===== config.mk =====
export PLATFORM = sky130hd
export DESIGN_NAME = hack_keyboard_ps2
export DESIGN_NICKNAME = d
export VERILOG_FILES = /design/src/rtl/hack_keyboard_ps2_pkg.sv /design/src/rtl/ps2_hack_keymap.sv /design/src/rtl/hack_keyboard_ps2.sv
export SDC_FILE = /design/constraint.sdc
export NUM_CORES = 1
export LEC_CHECK = 0
export BUFFER_PORTS_ARGS = -buffer_cell sky130_fd_sc_hd__buf_4
export CAP_MARGIN = 10
export CORE_MARGIN = 2
export CORE_UTILIZATION = 50
export DETAILED_ROUTE_END_ITERATION = 16
export GPL_TIMING_DRIVEN = 0
export PLACE_DENSITY = 0.68
export SETUP_SLACK_MARGIN = 0.1
export SLEW_MARGIN = 30
export SYNTH_ARGS = -nofsm -noshare
export SYNTH_HDL_FRONTEND = slang
export SYNTH_HIERARCHICAL = 1
export SYNTH_SLANG_ARGS = --single-unit

===== constraint.sdc =====
create_clock -name clk -period 7 [get_ports clk]
set_input_delay 0.7 -clock clk [delete_from_list [all_inputs] [get_ports clk]]
set_output_delay 0.7 -clock clk [all_outputs]
set_load 0.02 [all_outputs]

===== src/rtl/hack_keyboard_ps2_pkg.sv =====
// Shared constants for the Hack PS/2 keyboard: frame FSM states, PS/2 prefix
// bytes and the Hack special keycodes.
package hack_keyboard_ps2_pkg;

  typedef enum logic [1:0] {
    ST_IDLE,
    ST_DATA,
    ST_PARITY,
    ST_STOP
  } frame_state_e;

  localparam logic [7:0] PS2_BREAK  = 8'hF0;
  localparam logic [7:0] PS2_EXTEND = 8'hE0;

  localparam logic [7:0] HACK_NEWLINE   = 8'd128;
  localparam logic [7:0] HACK_BACKSPACE = 8'd129;
  localparam logic [7:0] HACK_LEFT      = 8'd130;
  localparam logic [7:0] HACK_UP        = 8'd131;
  localparam logic [7:0] HACK_RIGHT     = 8'd132;
  localparam logic [7:0] HACK_DOWN      = 8'd133;
  localparam logic [7:0] HACK_HOME      = 8'd134;
  localparam logic [7:0] HACK_END       = 8'd135;
  localparam logic [7:0] HACK_PAGE_UP   = 8'd136;
  localparam logic [7:0] HACK_PAGE_DOWN = 8'd137;
  localparam logic [7:0] HACK_INSERT    = 8'd138;
  localparam logic [7:0] HACK_DELETE    = 8'd139;
  localparam logic [7:0] HACK_ESC       = 8'd140;
  localparam logic [7:0] HACK_F1        = 8'd141;

endpackage


===== src/rtl/ps2_hack_keymap.sv =====
// Combinational PS/2 set-2 scancode to Hack keycode table; unmapped codes give 0.
module ps2_hack_keymap
  import hack_keyboard_ps2_pkg::*;
(
  input  logic [7:0] data_byte,
  input  logic       extended,
  output logic [7:0] keycode
);

  always_comb begin
    // NOTE: default first so every path assigns keycode and no latch is inferred.
    keycode = '0;
    if (extended) begin
      case (data_byte)
        8'h6B:   keycode = HACK_LEFT;
        8'h75:   keycode = HACK_UP;
        8'h74:   keycode = HACK_RIGHT;
        8'h72:   keycode = HACK_DOWN;
        8'h6C:   keycode = HACK_HOME;
        8'h69:   keycode = HACK_END;
        8'h7D:   keycode = HACK_PAGE_UP;
        8'h7A:   keycode = HACK_PAGE_DOWN;
        8'h70:   keycode = HACK_INSERT;
        8'h71:   keycode = HACK_DELETE;
        default: keycode = '0;
      endcase
    end else begin
      case (data_byte)
        8'h1C: keycode = "A";  8'h32: keycode = "B";  8'h21: keycode = "C";
        8'h23: keycode = "D";  8'h24: keycode = "E";  8'h2B: keycode = "F";
        8'h34: keycode = "G";  8'h33: keycode = "H";  8'h43: keycode = "I";
        8'h3B: keycode = "J";  8'h42: keycode = "K";  8'h4B: keycode = "L";
        8'h3A: keycode = "M";  8'h31: keycode = "N";  8'h44: keycode = "O";
        8'h4D: keycode = "P";  8'h15: keycode = "Q";  8'h2D: keycode = "R";
        8'h1B: keycode = "S";  8'h2C: keycode = "T";  8'h3C: keycode = "U";
        8'h2A: keycode = "V";  8'h1D: keycode = "W";  8'h22: keycode = "X";
        8'h35: keycode = "Y";  8'h1A: keycode = "Z";
        8'h45: keycode = "0";  8'h16: keycode = "1";  8'h1E: keycode = "2";
        8'h26: keycode = "3";  8'h25: keycode = "4";  8'h2E: keycode = "5";
        8'h36: keycode = "6";  8'h3D: keycode = "7";  8'h3E: keycode = "8";
        8'h46: keycode = "9";
        8'h29: keycode = " ";
        8'h5A: keycode = HACK_NEWLINE;
        8'h66: keycode = HACK_BACKSPACE;
        8'h76: keycode = HACK_ESC;
        8'h05: keycode = HACK_F1;
        8'h06: keycode = HACK_F1 + 8'd1;
        8'h04: keycode = HACK_F1 + 8'd2;
        8'h0C: keycode = HACK_F1 + 8'd3;
        8'h03: keycode = HACK_F1 + 8'd4;
        8'h0B: keycode = HACK_F1 + 8'd5;
        8'h83: keycode = HACK_F1 + 8'd6;
        8'h0A: keycode = HACK_F1 + 8'd7;
        8'h01: keycode = HACK_F1 + 8'd8;
        8'h09: keycode = HACK_F1 + 8'd9;
        8'h78: keycode = HACK_F1 + 8'd10;
        8'h07: keycode = HACK_F1 + 8'd11;
        default: keycode = '0;
      endcase
    end
  end

endmodule


===== src/rtl/hack_keyboard_ps2.sv =====
// PS/2 keyboard receiver producing the Hack keycode of the held key.
// Define KEYBOARD_EXTENDED_KEYS_EN to decode 0xE0-prefixed (arrow/navigation) keys.
module hack_keyboard_ps2
  import hack_keyboard_ps2_pkg::*;
#(
  parameter int TIMEOUT_CYCLES = 20000,
  parameter int WORD_WIDTH     = 16
) (
  input  logic                  clk,
  input  logic                  reset,
  input  logic                  ps2_clk,
  input  logic                  ps2_data,
  output logic [WORD_WIDTH-1:0] keycode,
  output logic                  frame_valid,
  output logic                  frame_error,
  output logic [7:0]            scancode
);

`ifdef KEYBOARD_EXTENDED_KEYS_EN
  localparam bit EXT_EN = 1'b1;
`else
  localparam bit EXT_EN = 1'b0;
`endif

  localparam int TW = $clog2(TIMEOUT_CYCLES + 1);
  localparam logic [TW-1:0] TO_LAST = TW'(TIMEOUT_CYCLES - 1);

  logic [1:0]    clk_sync, data_sync;
  logic          clk_prev;
  logic          fall;
  frame_state_e  state;
  logic [2:0]    bit_cnt;
  logic [7:0]    shift;
  logic          parity_ok;
  logic [TW-1:0] to_cnt;
  logic          break_pending, extended;
  logic [7:0]    mapped;
  logic [WORD_WIDTH-1:0] mapped_word;

  // Idle-high presets keep the first post-reset sample from looking like an edge.
  always_ff @(posedge clk) begin
    if (reset) begin
      clk_sync  <= 2'b11;
      data_sync <= 2'b11;
      clk_prev  <= 1'b1;
    end else begin
      // NOTE: non-blocking so each flop takes the previous stage's old value.
      clk_sync  <= {clk_sync[0], ps2_clk};
      data_sync <= {data_sync[0], ps2_data};
      clk_prev  <= clk_sync[1];
    end
  end

  assign fall = clk_prev & ~clk_sync[1];

  ps2_hack_keymap u_keymap (
    .data_byte (shift),
    .extended  (extended),
    .keycode   (mapped)
  );

  assign mapped_word = WORD_WIDTH'(mapped);

  always_ff @(posedge clk) begin
    if (reset) begin
      state         <= ST_IDLE;
      bit_cnt       <= '0;
      shift         <= '0;
      parity_ok     <= 1'b0;
      to_cnt        <= '0;
      frame_valid   <= 1'b0;
      frame_error   <= 1'b0;
      scancode      <= '0;
      keycode       <= '0;
      break_pending <= 1'b0;
      extended      <= 1'b0;
    end else begin
      frame_valid <= 1'b0;
      frame_error <= 1'b0;
      if (fall) begin
        to_cnt <= '0;
        case (state)
          ST_IDLE: begin
            if (!data_sync[1]) begin
              state   <= ST_DATA;
              bit_cnt <= '0;
            end else begin
              frame_error <= 1'b1;
            end
          end
          ST_DATA: begin
            shift   <= {data_sync[1], shift[7:1]};
            bit_cnt <= bit_cnt + 3'd1;
            if (bit_cnt == 3'd7) state <= ST_PARITY;
          end
          ST_PARITY: begin
            parity_ok <= ^{data_sync[1], shift};
            state     <= ST_STOP;
          end
          ST_STOP: begin
            state <= ST_IDLE;
            if (data_sync[1] && parity_ok) begin
              frame_valid <= 1'b1;
              scancode    <= shift;
              if (shift == PS2_BREAK) begin
                break_pending <= 1'b1;
              end else if (shift == PS2_EXTEND) begin
                extended <= 1'b1;
              end else begin
                // Without extended support the byte after 0xE0 is swallowed.
                if (EXT_EN || !extended) begin
                  if (break_pending) begin
                    if (mapped_word == keycode) keycode <= '0;
                  end else if (mapped != 8'd0) begin
                    keycode <= mapped_word;
                  end
                end
                break_pending <= 1'b0;
                extended      <= 1'b0;
              end
            end else begin
              frame_error <= 1'b1;
            end
          end
          default: state <= ST_IDLE;
        endcase
      end else if (state != ST_IDLE) begin
        if (to_cnt == TO_LAST) begin
          frame_error <= 1'b1;
          state       <= ST_IDLE;
          to_cnt      <= '0;
        end else begin
          to_cnt <= to_cnt + TW'(1);
        end
      end else begin
        to_cnt <= '0;
      end
    end
  end

endmodule


Word level (Yosys, flattened, before mapping)
Memory sizes are Yosys's and may differ from the RTL's. A register that Yosys moved wholly into a read port is not among the register bits.
Index checks and enable logic that the tools add are counted.
{"block": "totals", "wordCells": 92, "romBits": 2048, "ff_bits": 62, "mem_count": 1, "output_inout_bits": 26}
{"block": "op_classes", "n_bitwise": 8, "n_addsub": 2, "eq_ne": 23, "n_reduce_logical": 19, "muxes": 25}
{"name": "(name not given)", "depth": 256, "width": 8, "rd": 1, "rd_clocked_by_memory_dff": 1, "wr": 0, "line": "ps2_hack_keymap.sv:28", "source": "case (data_byte)"}
{"cell": "8-bit by 7-bit equality test with 1-bit output, second input constant", "n": 10}
{"cell": "8-bit case mux with 10 select lines", "n": 1}
{"cell": "16-bit 2-to-1 mux", "n": 3}
{"cell": "8-bit 2-to-1 mux", "n": 3}
{"cell": "8-bit by 16-bit equality test with 1-bit output", "n": 1}
{"cell": "8-bit equality test, second input constant", "n": 2}
{"cell": "15-bit by 1-bit adder with 15-bit output, second input constant", "n": 1}
{"cell": "15-bit equality test, second input constant", "n": 1}
{"cell": "4-bit AND reduction", "n": 3}
{"cell": "2-bit 2-to-1 mux", "n": 5}
{"cell": "2-bit nonzero test", "n": 5}
{"cell": "1-bit 2-to-1 mux", "n": 9}
{"cell": "9-bit parity", "n": 1}
{"cell": "2-bit case mux with 4 select lines", "n": 1}
{"cell": "8-bit AND reduction", "n": 1}
{"cell": "8-bit nonzero test", "n": 1}
{"cell": "1-bit inverter", "n": 7}
{"cell": "3-bit != test, second input constant", "n": 2}
{"cell": "3-bit case mux with 2 select lines", "n": 1}
{"cell": "3-bit AND reduction", "n": 2}
{"cell": "2-bit equality test, second input constant", "n": 2}
{"cell": "2-bit != test, second input constant", "n": 2}
{"cell": "2-bit AND reduction", "n": 2}
{"cell": "4-bit OR reduction", "n": 1}
{"cell": "10 further kinds", "n": 10}

Logic depth before layout (Yosys ltp)
Gate-level depths: netlist of the first run.
{"block": "depth", "ltp_word": 6, "depth_mapped": 14, "depth_no_buf": 11}

By module
The synthesis of the first run kept the hierarchy.
{"mod": "hack_keyboard_ps2", "seq_area_each_um2": 1081.0, "area_per_inst_um2": 2688.8, "instances": 1, "cells_per_inst": 317}
{"mod": "ps2_hack_keymap", "seq_area_each_um2": 0.0, "area_per_inst_um2": 1276.2, "instances": 1, "cells_per_inst": 186}

Least setup slack after synthesis of the first run
Ideal clock, no wire load.
{"block": "synth_path", "path_type": "register to register", "startpoint": "reg shift[1]", "endpoint": "reg keycode[0]", "setup_time_ns": 0.079, "arrival_time_ns": 3.056, "setup_slack_ns": 3.865, "path_stages_with_launch": 15, "cell_sequence": "dfxtp_1 > buf_4 > inv_1 > ha_1 > clkbuf_1 > a21oi_1 > a311oi_1 > nor3_1 > a221o_1 > o211ai_1 > inv_1 > and4_1 > or4b_1 > buf_4 > o221ai_2"}
{"block": "synth_via", "elab_chain_len": 6}
{"element": "start, declared", "line": "hack_keyboard_ps2.sv:33", "source": "logic [7:0] shift;"}
{"element": "start signal, assigned", "line": "hack_keyboard_ps2.sv:92", "source": "shift <= {data_sync[1], shift[7:1]};"}
{"element": "8-bit by 7-bit equality test with 1-bit output", "line": "ps2_hack_keymap.sv:14", "source": "case (data_byte)"}
{"element": "8-bit case mux with 10 select lines (*)", "line": "ps2_hack_keymap.sv:14"}
{"element": "8-bit 2-to-1 mux (*)", "line": "ps2_hack_keymap.sv:13", "source": "if (extended) begin"}
{"element": "via mapped[0]", "line": "hack_keyboard_ps2.sv:37", "source": "logic [7:0] mapped;"}
{"element": "8-bit by 16-bit equality test with 1-bit output / 8-bit nonzero test (equally long branches)", "line": "hack_keyboard_ps2.sv:113, hack_keyboard_ps2.sv:114"}
{"element": "2-bit by 1-bit != test with 1-bit output (no source line) / 2-bit nonzero test (equally long branches)"}
{"element": "8-bit AND reduction (no source line)"}
{"element": "end signal, assigned", "line": "hack_keyboard_ps2.sv:115", "source": "keycode <= mapped_word;"}
{"element": "end, declared", "line": "hack_keyboard_ps2.sv:13", "source": "output logic [WORD_WIDTH-1:0] keycode,"}
Mark *: on every way through the listed nets, which the timed path passes. The rest lies on a longest branch. The select of a mux whose other input is x is not followed.
A chain may end at the register's enable or synchronous reset.

Final worst setup path of the first run
{"block": "layout_path", "startpoint": "reg shift[0]", "endpoint": "reg keycode[5]"}
{"block": "layout_via", "elab_chain_len": 6}
{"element": "8-bit by 7-bit equality test with 1-bit output", "line": "ps2_hack_keymap.sv:14"}
{"element": "8-bit case mux with 10 select lines", "line": "ps2_hack_keymap.sv:14"}
{"element": "8-bit 2-to-1 mux", "line": "ps2_hack_keymap.sv:13"}
{"element": "8-bit by 16-bit equality test with 1-bit output / 8-bit nonzero test (equally long branches)", "line": "hack_keyboard_ps2.sv:113, hack_keyboard_ps2.sv:114"}
{"element": "2-bit by 1-bit != test with 1-bit output (no source line) / 2-bit nonzero test (equally long branches)"}
{"element": "8-bit AND reduction (no source line) (*)"}
Mark *: on every way between the ends. The rest lies on a longest branch, timed or not.

==> results of run 1 <==
-- final cells by class --
cell class                      count  area, um2
Fill cell                         743       3289
Multi-Input combinational cell    388       2561
Sequential cell                    54       1081
Buffer                             39      240.2
Timing Repair Buffer               21      157.7
Tap cell                          102      127.6
Inverter                           29      108.9
Clock buffer                        6      82.58
Clock inverter                      2      38.79
-- state kept, by name, summed over array words and instances (netlist names), 2 cells and up --
register,cells
shift,8
data_sync,2
scancode,8
state,2
clk_sync,2
bit_cnt,3
keycode,8
to_cnt,15
-- worst paths after layout --
kind              slack (ns)  cells past startpoint           to        start
hold reg to reg         0.42                      1  clk_sync[1]  clk_sync[0]
setup reg to reg        2.97                     13   keycode[5]     shift[0]
setup / recovery        2.97                     13   keycode[5]     shift[0]
hold / removal          0.42                      1  clk_sync[1]  clk_sync[0]
-- cells in the mapped netlist, drive strengths merged (5+ instances only) --
cell type  number  area, um2
nand2          45      168.9
nand2b         19      118.9
inv            29      108.9
nand4           8      50.05
or2             7      43.80
nor3           13      70.07
a311oi          5      43.79
o221ai          9      128.9
o21ai          25      125.1
a21oi          37      185.2
nor2b           9      56.30
nor4            6      37.54
a31oi           6      37.54
ha             21      262.8
buf            27      195.2
dfxtp          54       1081
xnor2          21      183.9
clkbuf         12      45.04
nor2           46      180.2
nand3          17      90.09
mux2i           5      50.05
o211ai          6      50.05
a211oi          7      52.55
-- power groups by stage --
| stage | clock network (W) | logic, W | registers (W) |
|---|---|---|---|
| 3_3_place_gp | 0 | 0.0000196 | 0.000316 |
| 5_1_grt | 0.000239 | 0.0000217 | 0.000309 |
| 6_report | 0.000223 | 0.0000200 | 0.000309 |
| 4_1_cts | 0.000227 | 0.0000198 | 0.000309 |
| 3_5_place_dp | 0 | 0.0000197 | 0.000316 |
| 2_1_floorplan | 0 | 0.0000150 | 0.000316 |
-- through the flow --
step	worst slack, ns	instances
after floorplan	3.865	510
after global placement	3.063	633
after detailed placement	3.099	633
after CTS	3.091	641
after global routing	2.745	641
final	2.969	641
-- metal layers --
| layer | track usage (%) | wire length (um) |
|---|---|---|
| met2 | 41.18 | 5029 |
| met1 | 34.92 | 4859 |
| met5 | 0 | 0 |
| met4 | 8.824 | 291 |
| met3 | 2.256 | 543 |
-- critical path: stages (launching register included) --
cell,delay [ns]
dfxtp_1,0.77
inv_1,0.23
ha_1,0.34
clkbuf_1,0.45
inv_1,0.13
a211o_1,0.33
a21oi_1,0.20
o311ai_1,0.14
nand2_1,0.20
nor4_1,0.09
and4_1,0.26
or4b_1,0.46
buf_4,0.20
o221ai_2,0.17
-- cell families (layout without fill, tap and decap cells) --
family,count (synthesis),in the layout,synth area share (%)
AO/OA/AOI/OAI,133,133,24.01
XOR/XNOR,25,25,5.522
adder cells (fa/ha/maj),21,21,6.627
buffers and inverters,68,97,8.804
flip-flops,54,54,27.26
multiplexers,7,7,2.304
other,1,8,0.09458
AND/OR/NAND/NOR,194,194,25.37
==> run_results.csv, run 1 <==
group,metric,value,unit
routing,drc,0,
global_route,grt_pass1_wl,17.64,mm
place,dp_hpwl,7.895,mm
min_path,min_path_type,"flip-flop to flip-flop",
timing,fin_setup_tns,0,ns
power,leakage,1.532,nW
logic_synthesis,synth_area,0.003965,mm2
global_route,grt_pass1_vias,3574,
power,p_seq_share,56.0,%
place,placed_cell_area,0.004277,mm2
power,switching_share,21.32,%
critical_path,cp-end-kind,"flip-flop",
timing,post-route-min-period,4.031,ns
run_status,status,"complete, no violations",
critical_path,cp_max_fo,15,
routing,num_vias,3833,
global_route,grt_max_degree,18,
floorplanning,num_rows,32,
logic_synthesis,syn_area_per_cell,7.883,um2
cells_and_area,area_delta_synth_final,10.92,%
clock_network,cts_tree,"done",
timing,slew_headroom,52.53,%
cells_and_area,fin_area,0.004398,mm2
clock_network,cts_resized,0,
logic_synthesis,yosysSeqAreaShare,27.26,%
floorplanning,pin_count,30,
logic_synthesis,synth_cells,503,
global_route,grt_overflow_total,0,
timing,fmax,0.2481,GHz
power,p_switching,0.0001176,W
cells_and_area,final_layout_size_suffix_gt1_share,15.03,%
logic_synthesis,synth-edff-count,0,
floorplanning,core,0.007687,mm2
clock_network,cts-buffers-inserted,5,
power,ir_worst_vdd,0.1203,mV
routing,firstDrtPassIters,7,
cells_and_area,final_common_cell,"dfxtp_1",
cells_and_area,antenna_cells,0,
critical_path,crit_type,"flip-flop to flip-flop",
timing,rsz0062_at_grt,"no",
critical_path,startpoint_type,"flip-flop",
power,power,0.0005516,W
critical_path,crit_arrival,4.27,ns
logic_synthesis,yosysWarnings,6,
timing,finalHoldViolCount,0,
floorplanning,dieArea,0.008658,mm2
clock_network,clock_sinks,54,
global_route,grt_usage,25.22,%
routing,post_drt_via_cell_ratio,5.980,
clock_network,holdBufCountCts,0,
logic_synthesis,ys_seq_elements,54,
power,comb_power_share,3.6,%
clock_network,clockBufferDepth,2,
logic_synthesis,synth_cell_types,71,
floorplanning,die_w,93.05,um
cells_and_area,layout_common_cells,"54 x dfxtp_1, 45 x nand2_1, 45 x nor2_1",
cells_and_area,nNetsFinal,563,
timing,skew,0.01527,ns
timing,hold_ws,0.4173,ns
clock_network,clkLatencyLatePin,0.31,ns
clock_network,htree_levels,2,
routing,routedWlPerCell,16.73,um
routing,ant_nets,0,
power,p_per_area,125.4,mW/mm2
timing,fin_crit_sh,57.59,%
timing,setup_viol,0,
cells_and_area,finalCoreUtilization,57.21,%
logic_synthesis,ys.flop_type,"dfxtp_1",
power,p_int,0.0004340,W
place,port_buffers,21,
clock_network,clk_pin_slew_worst_paths,0.11,ns
logic_synthesis,async_flop_share,0,%
floorplanning,start_util,51.58,%
timing,tightestPinTransition,0.7095,ns
floorplanning,die_h,93.05,um
timing,slew_violations,0,
job,drv_cap,0,
critical_path,required,7.24,ns
routing,drtIter0Drc,395,
global_route,antenna_found_initial,0,
clock_network,post_cts_buffers,0,
routing,wirelength,10.72,mm
power,clkPwrFrac,40.3,%
place,place_congestion,0.9877,
clock_network,clk_root_buffer_cell,"clkbuf_8",
Power figures use the tool's default switching activity.
==> run 2: changes to the inputs <==
--- a/config.mk
+++ b/config.mk
@@ -5,13 +5,14 @@
 export SDC_FILE = /design/constraint.sdc
 export NUM_CORES = 1
 export LEC_CHECK = 0
+export ABC_AREA = 1
 export BUFFER_PORTS_ARGS = -buffer_cell sky130_fd_sc_hd__buf_4
 export CAP_MARGIN = 10
 export CORE_MARGIN = 2
 export CORE_UTILIZATION = 50
 export DETAILED_ROUTE_END_ITERATION = 16
 export GPL_TIMING_DRIVEN = 0
-export PLACE_DENSITY = 0.68
+export PLACE_DENSITY = 0.71
 export SETUP_SLACK_MARGIN = 0.1
 export SLEW_MARGIN = 30
 export SYNTH_ARGS = -nofsm -noshare
==> constraint.sdc (replaced) <==
create_clock -name clk -period 3.4 [get_ports clk]
set_input_delay 0.34 -clock clk [delete_from_list [all_inputs] [get_ports clk]]
set_output_delay 0.34 -clock clk [all_outputs]
set_load 0.02 [all_outputs]
==> run 2 against run 1 <==
Compared with the run above: worst setup slack got worse by 2.4 ns; clock skew about the same; total power increased by 86%; combinational power increased by 82%; register-to-register slack got worse by 2.4 ns; hold slack got worse by 0.20 ns; count of clock-buffer cells in the layout unchanged; clock power increased by 57%; cell area decreased by 5.7%; sequential share of layout area increased by 1.6 points; critical path type unchanged; largest cell class unchanged; largest power group unchanged; highest routed layer unchanged.
==> run_results.csv, run 2 <==
group,metric,value,unit
logic_synthesis,ys.flop_type,"dfxtp_1",
power,leakage,1.906,nW
logic_synthesis,synth_top_cell_by_area,"dfxtp_1",
timing,finalHoldViolCount,0,
critical_path,startpoint_type,"flip-flop",
clock_network,cts_tree,"done",
logic_synthesis,synth_cells,579,
routing,num_vias,3696,
timing,rsz0062_at_grt,"no",
min_path,worstHoldStart,"ps2_clk",
logic_synthesis,synth_top_area_share,28.78,%
floorplanning,start_util,51.79,%
floorplanning,die_h,90.67,um
logic_synthesis,synth-edff-count,0,
place,place_congestion,0.9445,
routing,drc,0,
timing,setup_viol,0,
cells_and_area,nNetsFinal,638,
floorplanning,pin_count,30,
critical_path,crit_arrival,3.08,ns
clock_network,htree_levels,2,
timing,fin_crit_sh,83.39,%
logic_synthesis,yosysSeqAreaShare,28.78,%
cells_and_area,max_flop_register,"to_cnt",
routing,firstDrtPassIters,6,
cells_and_area,final_common_cell,"nand2_1",
global_route,grt_usage,23.34,%
global_route,grt_max_degree,17,
run_status,status,"complete, no violations",
critical_path,critical_path.top_delay_family,"simple AND/OR/NAND/NOR gates",
floorplanning,core,0.007253,mm2
power,p_per_area,247.0,mW/mm2
routing,post_drt_via_cell_ratio,5.184,
power,ir_worst_vdd,0.1557,mV
min_path,hold_depth,2,
routing,wirelength,9.006,mm
timing,slew_violations,0,
job,drv_cap,0,
critical_path,required,3.65,ns
routing,routedWlPerCell,12.63,um
critical_path,r2r_slack,0.56,ns
critical_path,slowest_stage,"dfxtp_2",
routing,wl_met3,409,um
logic_synthesis,synth_area,0.003756,mm2
timing,post-route-min-period,2.835,ns
timing,fin_setup_tns,0,ns
min_path,min_path_type,"input port to flip-flop",
critical_path,cpMostUsedCell,"nand2_1",
clock_network,post_cts_buffers,0,
clock_network,cts-buffers-inserted,5,
routing,top_layer,"met4",
routing,drtIter0Drc,257,
clock_network,clockBufferDepth,2,
routing,met1_length,4.000,mm
critical_path,cp_max_fo,10,
cells_and_area,largest_reg_flops,15,
clock_network,clock_sinks,54,
cells_and_area,final_layout_size_suffix_gt1_share,13.68,%
place,port_buffers,20,
global_route,grt_pass1_wl,16.03,mm
power,power,0.001024,W
timing,skew,0.01541,ns
min_path,whs_endpoint,"clk_sync[0]",
logic_synthesis,ys_top_cells_by_count,"151 x nand2_1, 61 x nor2_1, 56 x inv_1",
place,dp_hpwl,7.085,mm
critical_path,r2r-end,"keycode[6]",
critical_path,reg2reg_from,"shift[1]",
critical_path,ff2ff_path_depth,19,
global_route,grt_pass1_vias,3625,
timing,fmax,0.3527,GHz
critical_path,crit_buf_inv,1,
clock_network,clk_root_buffer_cell,"clkbuf_8",
cells_and_area,antenna_cells,0,
critical_path,cp_cell_sequence,"inv_1 -> ha_1 -> nand2_1 -> nand2_1 -> nand2_1 -> nor2_1 -> nor2_1 -> nand2_1 -> nand2_1 -> nand2_1 -> nand2_1 -> nand2_1 -> nor2_1 -> nand2_1 -> nor3_4 -> nor2_8 -> nand2_4 -> nand2_1 -> a21oi_1",
logic_synthesis,async_flop_share,0,%
logic_synthesis,syn_area_per_cell,6.487,um2
critical_path,cp-end-kind,"flip-flop",
clock_network,clk_pin_slew_worst_paths,0.10,ns
global_route,antenna_found_initial,0,
global_route,grt_overflow_total,0,
routing,ant_nets,0,
cells_and_area,layout_common_cells,"151 x nand2_1, 61 x nor2_1, 56 x inv_1",
critical_path,crit_type,"flip-flop to flip-flop",
clock_network,clkLatencyLatePin,0.31,ns
logic_synthesis,synth_cell_types,41,
logic_synthesis,yosysMostFrequentCell,"nand2_1",
floorplanning,dieArea,0.008221,mm2
floorplanning,die_w,90.67,um
critical_path,max_stage_delay,0.46,ns
floorplanning,num_rows,31,
logic_synthesis,yosysWarnings,6,
routing,wl_met2,4.427,mm
logic_synthesis,ys_seq_elements,54,
cells_and_area,area_delta_synth_final,10.36,%
logic_synthesis,synthTopCellsByArea,"dfxtp_1 29%, nand2_1 15%, ha_1 7.0%",
run 2: cell types whose count changed in the layout (fill, tap and decap cells not counted), moves of 14 or more:
cell      before  now
nand2b_1      19    1
nand3_1       16   49
nand2_1       45  151
nor2_1        45   61
xnor2_1       21    7
inv_1         28   56
run 2: through the flow:
step	utilization (%)	worst slack, ns	cells	cell area [um2]	hold slack, ns
final	57.15	0.5647	713	4145	0.2172
after global placement	55.93	0.4822	705	4056	0.3902
after floorplan	-	0.9852	586	3782	0.3895
after global routing	57.15	0.2644	713	4145	0.2128
after detailed placement	55.93	0.4646	705	4056	0.3941
after CTS	57.12	0.4357	713	4143	0.2154
run 2: kinds of logic (layout without fill, tap and decap cells):
group,count (synthesis),in the layout,share of synthesized area (%)
compound gates,94,94,13.06
xor+xnor,12,12,2.798
fa+ha+maj,21,21,6.995
buf+inv,87,115,10.79
flops,54,54,28.78
other cells,1,8,0.09984
simple gates,310,310,37.48
run 2: area by class of cell:
| cell class | instances | area [um2] |
|---|---|---|
| clock buffer | 6 | 72.57 |
| fill | 731 | 3108 |
| clock inverter | 2 | 13.76 |
| tap | 99 | 123.9 |
| sequential | 54 | 1084 |
| multi-input combinational | 445 | 2296 |
| timing repair buffer | 20 | 150.1 |
| buffer | 23 | 162.7 |
| inverter | 64 | 242.7 |
run 2: power by group:
part	leakage [nW]	switching [W]	internal, W
combinational	1.42	0.0000227	0.0000137
sequential	0.437	0.00000165	0.000635
clock	0.0452	0.000205	0.000146
total	1.91	0.000230	0.000794
run 2: worst max-delay path by stage:
stage / endpoint / startpoint / slack (ns) / cells after the start
floorplan: keycode[0] / shift[1] / 0.99 / 19
global placement: keycode[7] / shift[1] / 0.48 / 19
detailed placement: keycode[6] / shift[1] / 0.46 / 19
CTS: keycode[6] / shift[1] / 0.44 / 19
global route: keycode[0] / shift[1] / 0.26 / 17
finish: keycode[6] / shift[1] / 0.56 / 19
run 2: what timing repair did:
item	in CTS	in global routing
setup endpoints to repair	0	7
hold buffers	0	0
resized for setup	0	2
run 2: per-layer routing:
layer / GRT usage (%) / vias to the layer above
met3: 2.504 / 16
li1: - / 1911
met1: 28.81 / 1675
met4: 8.205 / 0
met2: 41.92 / 94
met5: 0 / -
